File: src/rtl/adder_sched.sv
// Two-requester round-robin scheduler in front of a registered carry-bypass adder.
// Optional lock chaining is enabled by defining ADDER_SCHED_LOCK_EN.
module adder_sched #(
  parameter int WIDTH = 32
) (
  input  logic             clk,
  input  logic             rst_n,
  input  logic             req0_valid,
  input  logic             req1_valid,
  output logic             req0_ready,
  output logic             req1_ready,
  input  logic [WIDTH-1:0] req0_a,
  input  logic [WIDTH-1:0] req0_b,
  input  logic [WIDTH-1:0] req1_a,
  input  logic [WIDTH-1:0] req1_b,
  input  logic             req0_cin,
  input  logic             req1_cin,
`ifdef ADDER_SCHED_LOCK_EN
  input  logic             req0_lock,
  input  logic             req1_lock,
`endif
  output logic             rsp_valid,
  input  logic             rsp_ready,
  output logic [WIDTH-1:0] rsp_sum,
  output logic             rsp_cout,
  output logic             rsp_id
);

  localparam int BLK  = 4;
  localparam int NBLK = (WIDTH + BLK - 1) / BLK;

  typedef enum logic [1:0] {IDLE, EXEC, RESP} state_t;

  state_t           state_q, state_d;
  logic [WIDTH-1:0] a_q, a_d, b_q, b_d;
  logic             cin_q, cin_d;
  logic             id_q, id_d;
  logic             ptr_q, ptr_d;
  logic [WIDTH-1:0] rsp_sum_q, rsp_sum_d;
  logic             rsp_cout_q, rsp_cout_d;
  logic             rsp_id_q, rsp_id_d;
  logic             gnt0, gnt1;
  logic [WIDTH-1:0] add_sum;
  logic             add_cout;

`ifdef ADDER_SCHED_LOCK_EN
  localparam logic [2:0] LOCK_MAX = 3'd4;
  logic       lock_q, lock_d;
  logic [2:0] lock_cnt_q, lock_cnt_d;
  logic       lock_owner_q, lock_owner_d;
  logic       lock_in;
`endif

  // Ripple inside each block; a fully propagating block forwards its carry-in directly.
  always_comb begin : carry_bypass
    logic c;
    logic blk_c;
    logic p_all;
    logic p;
    add_sum = '0;
    c       = cin_q;
    blk_c   = 1'b0;
    p_all   = 1'b0;
    p       = 1'b0;
    for (int blk = 0; blk < NBLK; blk++) begin
      blk_c = c;
      p_all = 1'b1;
      for (int i = 0; i < BLK; i++) begin
        if (blk * BLK + i < WIDTH) begin
          p                    = a_q[blk*BLK+i] ^ b_q[blk*BLK+i];
          add_sum[blk*BLK+i]   = p ^ c;
          c                    = (a_q[blk*BLK+i] & b_q[blk*BLK+i]) | (p & c);
          p_all                = p_all & p;
        end
      end
      c = p_all ? blk_c : c;
    end
    add_cout = c;
  end

  always_comb begin
    state_d    = state_q;
    a_d        = a_q;
    b_d        = b_q;
    cin_d      = cin_q;
    id_d       = id_q;
    ptr_d      = ptr_q;
    rsp_sum_d  = rsp_sum_q;
    rsp_cout_d = rsp_cout_q;
    rsp_id_d   = rsp_id_q;
    gnt0       = 1'b0;
    gnt1       = 1'b0;
`ifdef ADDER_SCHED_LOCK_EN
    lock_d       = lock_q;
    lock_cnt_d   = lock_cnt_q;
    lock_owner_d = lock_owner_q;
    lock_in      = 1'b0;
`endif
    case (state_q)
      IDLE: begin
        // Grants stay off while reset is held so no handshake can slip through.
        if (rst_n) begin
          gnt0 = req0_valid && (!req1_valid || !ptr_q);
          gnt1 = req1_valid && (!req0_valid || ptr_q);
        end
        if (gnt0 || gnt1) begin
          a_d     = gnt1 ? req1_a : req0_a;
          b_d     = gnt1 ? req1_b : req0_b;
          cin_d   = gnt1 ? req1_cin : req0_cin;
          id_d    = gnt1;
          state_d = EXEC;
`ifdef ADDER_SCHED_LOCK_EN
          lock_in      = gnt1 ? req1_lock : req0_lock;
          lock_d       = lock_in;
          lock_owner_d = gnt1;
          if (lock_in) begin
            lock_cnt_d = (lock_cnt_q != 3'd0 && lock_owner_q == gnt1) ? lock_cnt_q + 3'd1 : 3'd1;
          end else begin
            lock_cnt_d = 3'd0;
          end
`endif
        end
      end
      EXEC: begin
        rsp_sum_d  = add_sum;
        rsp_cout_d = add_cout;
        rsp_id_d   = id_q;
        state_d    = RESP;
      end
      RESP: begin
        if (rsp_ready) begin
          state_d = IDLE;
`ifdef ADDER_SCHED_LOCK_EN
          // A lock keeps the pointer home until the chain length hits its cap.
          if (lock_q && lock_cnt_q < LOCK_MAX) begin
            ptr_d = rsp_id_q;
          end else begin
            ptr_d = !rsp_id_q;
          end
          if (lock_cnt_q >= LOCK_MAX) begin
            lock_cnt_d = 3'd0;
          end
`else
          ptr_d = !rsp_id_q;
`endif
        end
      end
      default: state_d = IDLE;
    endcase
  end

  always_ff @(posedge clk or negedge rst_n) begin
    if (!rst_n) begin
      state_q    <= IDLE;
      a_q        <= '0;
      b_q        <= '0;
      cin_q      <= 1'b0;
      id_q       <= 1'b0;
      ptr_q      <= 1'b0;
      rsp_sum_q  <= '0;
      rsp_cout_q <= 1'b0;
      rsp_id_q   <= 1'b0;
`ifdef ADDER_SCHED_LOCK_EN
      lock_q       <= 1'b0;
      lock_cnt_q   <= 3'd0;
      lock_owner_q <= 1'b0;
`endif
    end else begin
      state_q    <= state_d;
      a_q        <= a_d;
      b_q        <= b_d;
      cin_q      <= cin_d;
      id_q       <= id_d;
      ptr_q      <= ptr_d;
      rsp_sum_q  <= rsp_sum_d;
      rsp_cout_q <= rsp_cout_d;
      rsp_id_q   <= rsp_id_d;
`ifdef ADDER_SCHED_LOCK_EN
      lock_q       <= lock_d;
      lock_cnt_q   <= lock_cnt_d;
      lock_owner_q <= lock_owner_d;
`endif
    end
  end

  assign req0_ready = gnt0;
  assign req1_ready = gnt1;
  assign rsp_valid  = (state_q == RESP);
  assign rsp_sum    = rsp_sum_q;
  assign rsp_cout   = rsp_cout_q;
  assign rsp_id     = rsp_id_q;

endmodule

File: config.mk
export PLATFORM = sky130hd
export DESIGN_NAME = adder_sched
export DESIGN_NICKNAME = d
export VERILOG_FILES = /design/src/rtl/adder_sched.sv
export SDC_FILE = /design/constraint.sdc
export NUM_CORES = 1
export LEC_CHECK = 0
export BUFFER_PORTS_ARGS = -buffer_cell sky130_fd_sc_hd__buf_2
export CAP_MARGIN = 15
export CORE_MARGIN = 10
export CORE_UTILIZATION = 56
export DETAILED_ROUTE_END_ITERATION = 7
export PLACE_DENSITY = 0.86
export SETUP_SLACK_MARGIN = 0.05
export SYNTH_ARGS = -nofsm -noshare
export SYNTH_HDL_FRONTEND = slang
export SYNTH_SLANG_ARGS = --single-unit
File: constraint.sdc
create_clock -name clk -period 36 [get_ports clk]
set_input_delay 1.8 -clock clk [delete_from_list [all_inputs] [get_ports clk]]
set_output_delay 1.8 -clock clk [all_outputs]
set_load 0.03 [all_outputs]
==> run_results.csv <==
group,metric,value,unit
yosys,synth_top_family_by_area,"adder cells",
yosys,yosys.area_share.adder,18.0,%
floorplan,std_cell_rows,37,
yosys,syn_inst,478,
clock_tree,cts_buffers,9,
floorplan,ios,172,
run,drv_cap,0,
power,leakagePower,3.74,nW
status,status,"completed",
placement,post-dp-hpwl,10.4,mm
yosys,yosysTopAreaCell,"dfrtp_1",
timing,max_freq,0.0670,GHz
clock_tree,cts_buffer_depth,2,
yosys,synth_area_per_cell,12.1,um2
final_layout,multi_input_area,0.00300,mm2
timing,grt_setup_unrepaired,"no",
setup_path,start_kind,"flip-flop",
clock_tree,clock_sinks,103,
clock_tree,cts_setup_buffers,0,
hold_path,hold_depth,2,
final_layout,nets,839,
setup_path,end_kind,"flip-flop",
timing,hold_viol_final,0,
final_layout,antenna_cells,0,
clock_tree,insertion_delay,0.36,ns
final_layout,areaGrowthSynthToFinish,18.8,%
clock_tree,cts_resized,0,
clock_tree,clockRootBuffer,"clkbuf_8",
yosys,synth_xor_area_share,0,%
global_route,grt_pass1_wl,21.0,mm
setup_path,r2r-start,"b_q[0]",
final_layout,regArea,0.00258,mm2
setup_path,cp_slowest_cell,"dfrtp_1",
yosys,syn_nets,677,
timing,fin_skew,0.0160,ns
setup_path,cpMostUsedCell,"fa_1",
global_route,antenna_found_initial,0,
setup_path,worstPathRequired,36.26,ns
routing,drc,0,
placement,io_buffers,171,
yosys,yosys.area_share.simple,6.95,%
clock_tree,clk_pin_slew,0.11,ns
routing,num_vias,4017,
yosys,ys.warnings.count,0,
routing,wl_per_cell,16.6,um
timing,finalSetupViolCount,0,
global_route,grt_max_degree,78,
global_route,grt.total_usage,17.6,%
hold_path,worstHoldEndpoint,"rsp_sum[0]",
final_layout,fillers,794,
global_route,overflow,0,
clock_tree,tritoncts,"yes",
floorplan,dieArea,0.0148,mm2
routing,ant_nets,0,
setup_path,path_max_fanout,3,
setup_path,r2r-end,"rsp_sum[31]",
setup_path,critPathMaxStageDelay,0.42,ns
timing,slew_headroom,34.9,%
routing,finalWirelength,12.9,mm
yosys,synth.ff_latch_count,103,
yosys,netlist_area,0.00580,mm2
routing,drt_pass1_iterations,4,
yosys,ys_top_cells_by_area,"dfrtp_1, mux2i_1, fa_1, ha_1, mux2_1",
yosys,synth_top_area_share,44.4,%
clock_tree,ctsHoldBuffers,0,
routing,dr.first_iter.drc_count,206,
setup_path,cp.arrival,15.19,ns
floorplan,die_h,122,um
floorplan,core,0.0102,mm2
timing,tightest_slew,0.977,ns
floorplan,fp.dieW,122,um
yosys,synth_cell_type_count,34,
timing,slew_violations,0,
yosys,synth_compound_area_share,9.34,%
clock_tree,htree_levels,3,
yosys,ys_seq_area_share,44.4,%
setup_path,r2r_cells,49,
power,irDropWorstVdd,0.0558,mV
hold_path,min_from,"rsp_sum[0]",
hold_path,hold_path_class,"reg -> reg",
setup_path,path_class,"reg -> reg",
final_layout,layout-drive-gt1-share,34.7,%
timing,timing.setup.tns,0,ns
timing,period_needed,14.93,ns
global_route,grt_pass1_vias,4436,
yosys,synth_mux_area_share,17.2,%
timing,timing.final.crit_share,41.5,%
placement,gp_congestion,0.810,
final_layout,fin_util,67.7,%
setup_path,r2r_slack,21.07,ns
routing,routed_via_density,5.14,
floorplan,floorplan.initialDensity,56.9,%
power,p_per_area,83.6,mW/mm2
==> synth_stat cells (all sizes together) <==
| library cell | instances |
|---|---|
| a2111oi | 1 |
| a211oi | 1 |
| a21oi | 6 |
| a22oi | 1 |
| a31oi | 1 |
| a41oi | 1 |
| and4 | 1 |
| and4bb | 1 |
| buf | 17 |
| clkbuf | 8 |
| dfrtp | 103 |
| fa | 32 |
| ha | 32 |
| inv | 12 |
| mux2 | 31 |
| mux2i | 65 |
| nand2 | 72 |
| nand2b | 2 |
| nand4 | 7 |
| nor2 | 8 |
| nor2b | 1 |
| nor3 | 1 |
| o211ai | 1 |
| o21ai | 71 |
| o21bai | 1 |
| or3 | 1 |
==> worst max-delay path: cells and delay by family, from the launching register on <==
family                     cells  cell delay (ns)
adders and majority gates     32            12.22
AOI/OAI and AO/OA              6             0.93
and+or+nand+nor                6             0.63
DFF                            1             0.42
muxes                          1             0.31
buffers and inverters          4             0.30
==> cell families (layout without fill, tap and decap cells) <==
kind of cell             count (synthesis)  count (layout)
AO/OA/AOI/OAI                           84              84
AND/OR/NAND/NOR                         94              94
adder cells (fa/ha/maj)                 64              64
buffers and inverters                   37             204
multiplexers                            96              96
flip-flops                             103             103
==> how the worst max path moves through the flow <==
stage | startpoint | slack (ns) | cells past startpoint | to
global placement | a_q[0] | 21.41 | 49 | rsp_sum[31]
global route | a_q[0] | 20.39 | 49 | rsp_sum[31]
floorplan | a_q[0] | 21.96 | 49 | rsp_sum[31]
CTS | b_q[0] | 21.03 | 49 | rsp_sum[31]
detailed placement | a_q[0] | 21.13 | 49 | rsp_sum[31]
finish | b_q[0] | 21.07 | 49 | rsp_sum[31]
==> cell usage in the layout, fill, tap and decap left out, types with 7 or more instances in the layout <==
cell,Yosys,routed
buf_2,6,170
dfrtp_1,103,103
nand2_1,72,72
mux2i_1,65,65
o21ai_1,46,46
fa_1,32,32
ha_1,32,32
mux2_1,26,26
o21ai_2,21,21
inv_1,11,11
clkbuf_8,0,9
nand4_1,7,7
nor2_1,7,7
==> per-layer routing <==
layer,share of wire [%],vias to the layer above,GRT usage [%]
met5,0,-,0
met3,5.6,19,4.63
li1,-,1964,-
met2,52,117,30.4
met4,1.7,0,5.51
met1,41,1917,20.9
==> final cells by class <==
| class | count | area share, % |
|---|---|---|
| timing repair buffer | 176 | 13.0 |
| multi-input combinational | 338 | 43.6 |
| sequential | 103 | 37.4 |
| clock buffer | 9 | 1.80 |
| tap | 136 | 2.47 |
| inverter | 12 | 0.654 |
| clock inverter | 7 | 1.13 |
==> registers in the layout, summed over array words and instances (netlist names) <==
name,cells
b_q,32
rsp_id,1
ptr_q,1
a_q,32
cin_q,1
state_q,2
id_q,1
rsp_cout,1
rsp_sum,32
==> power by group <==
part           internal (mW)  switching (mW)
Clock                 0.0329          0.0408
Sequential             0.173          0.0546
Combinational          0.115           0.160
==> metrics by stage <==
step | instances | hold WS (ns) | total power, mW | area [um2] | setup WS, ns
floorplan | 478 | 0.471 | 0.422 | 5800 | 21.96
global placement | 765 | 0.462 | 0.488 | 6690 | 21.41
detailed placement | 765 | 0.474 | 0.510 | 6690 | 21.13
CTS | 781 | 0.500 | 0.586 | 6890 | 21.03
global route | 781 | 0.523 | 0.632 | 6890 | 20.39
finish | 781 | 0.494 | 0.576 | 6890 | 21.07
(Power assumes the default switching activity.)
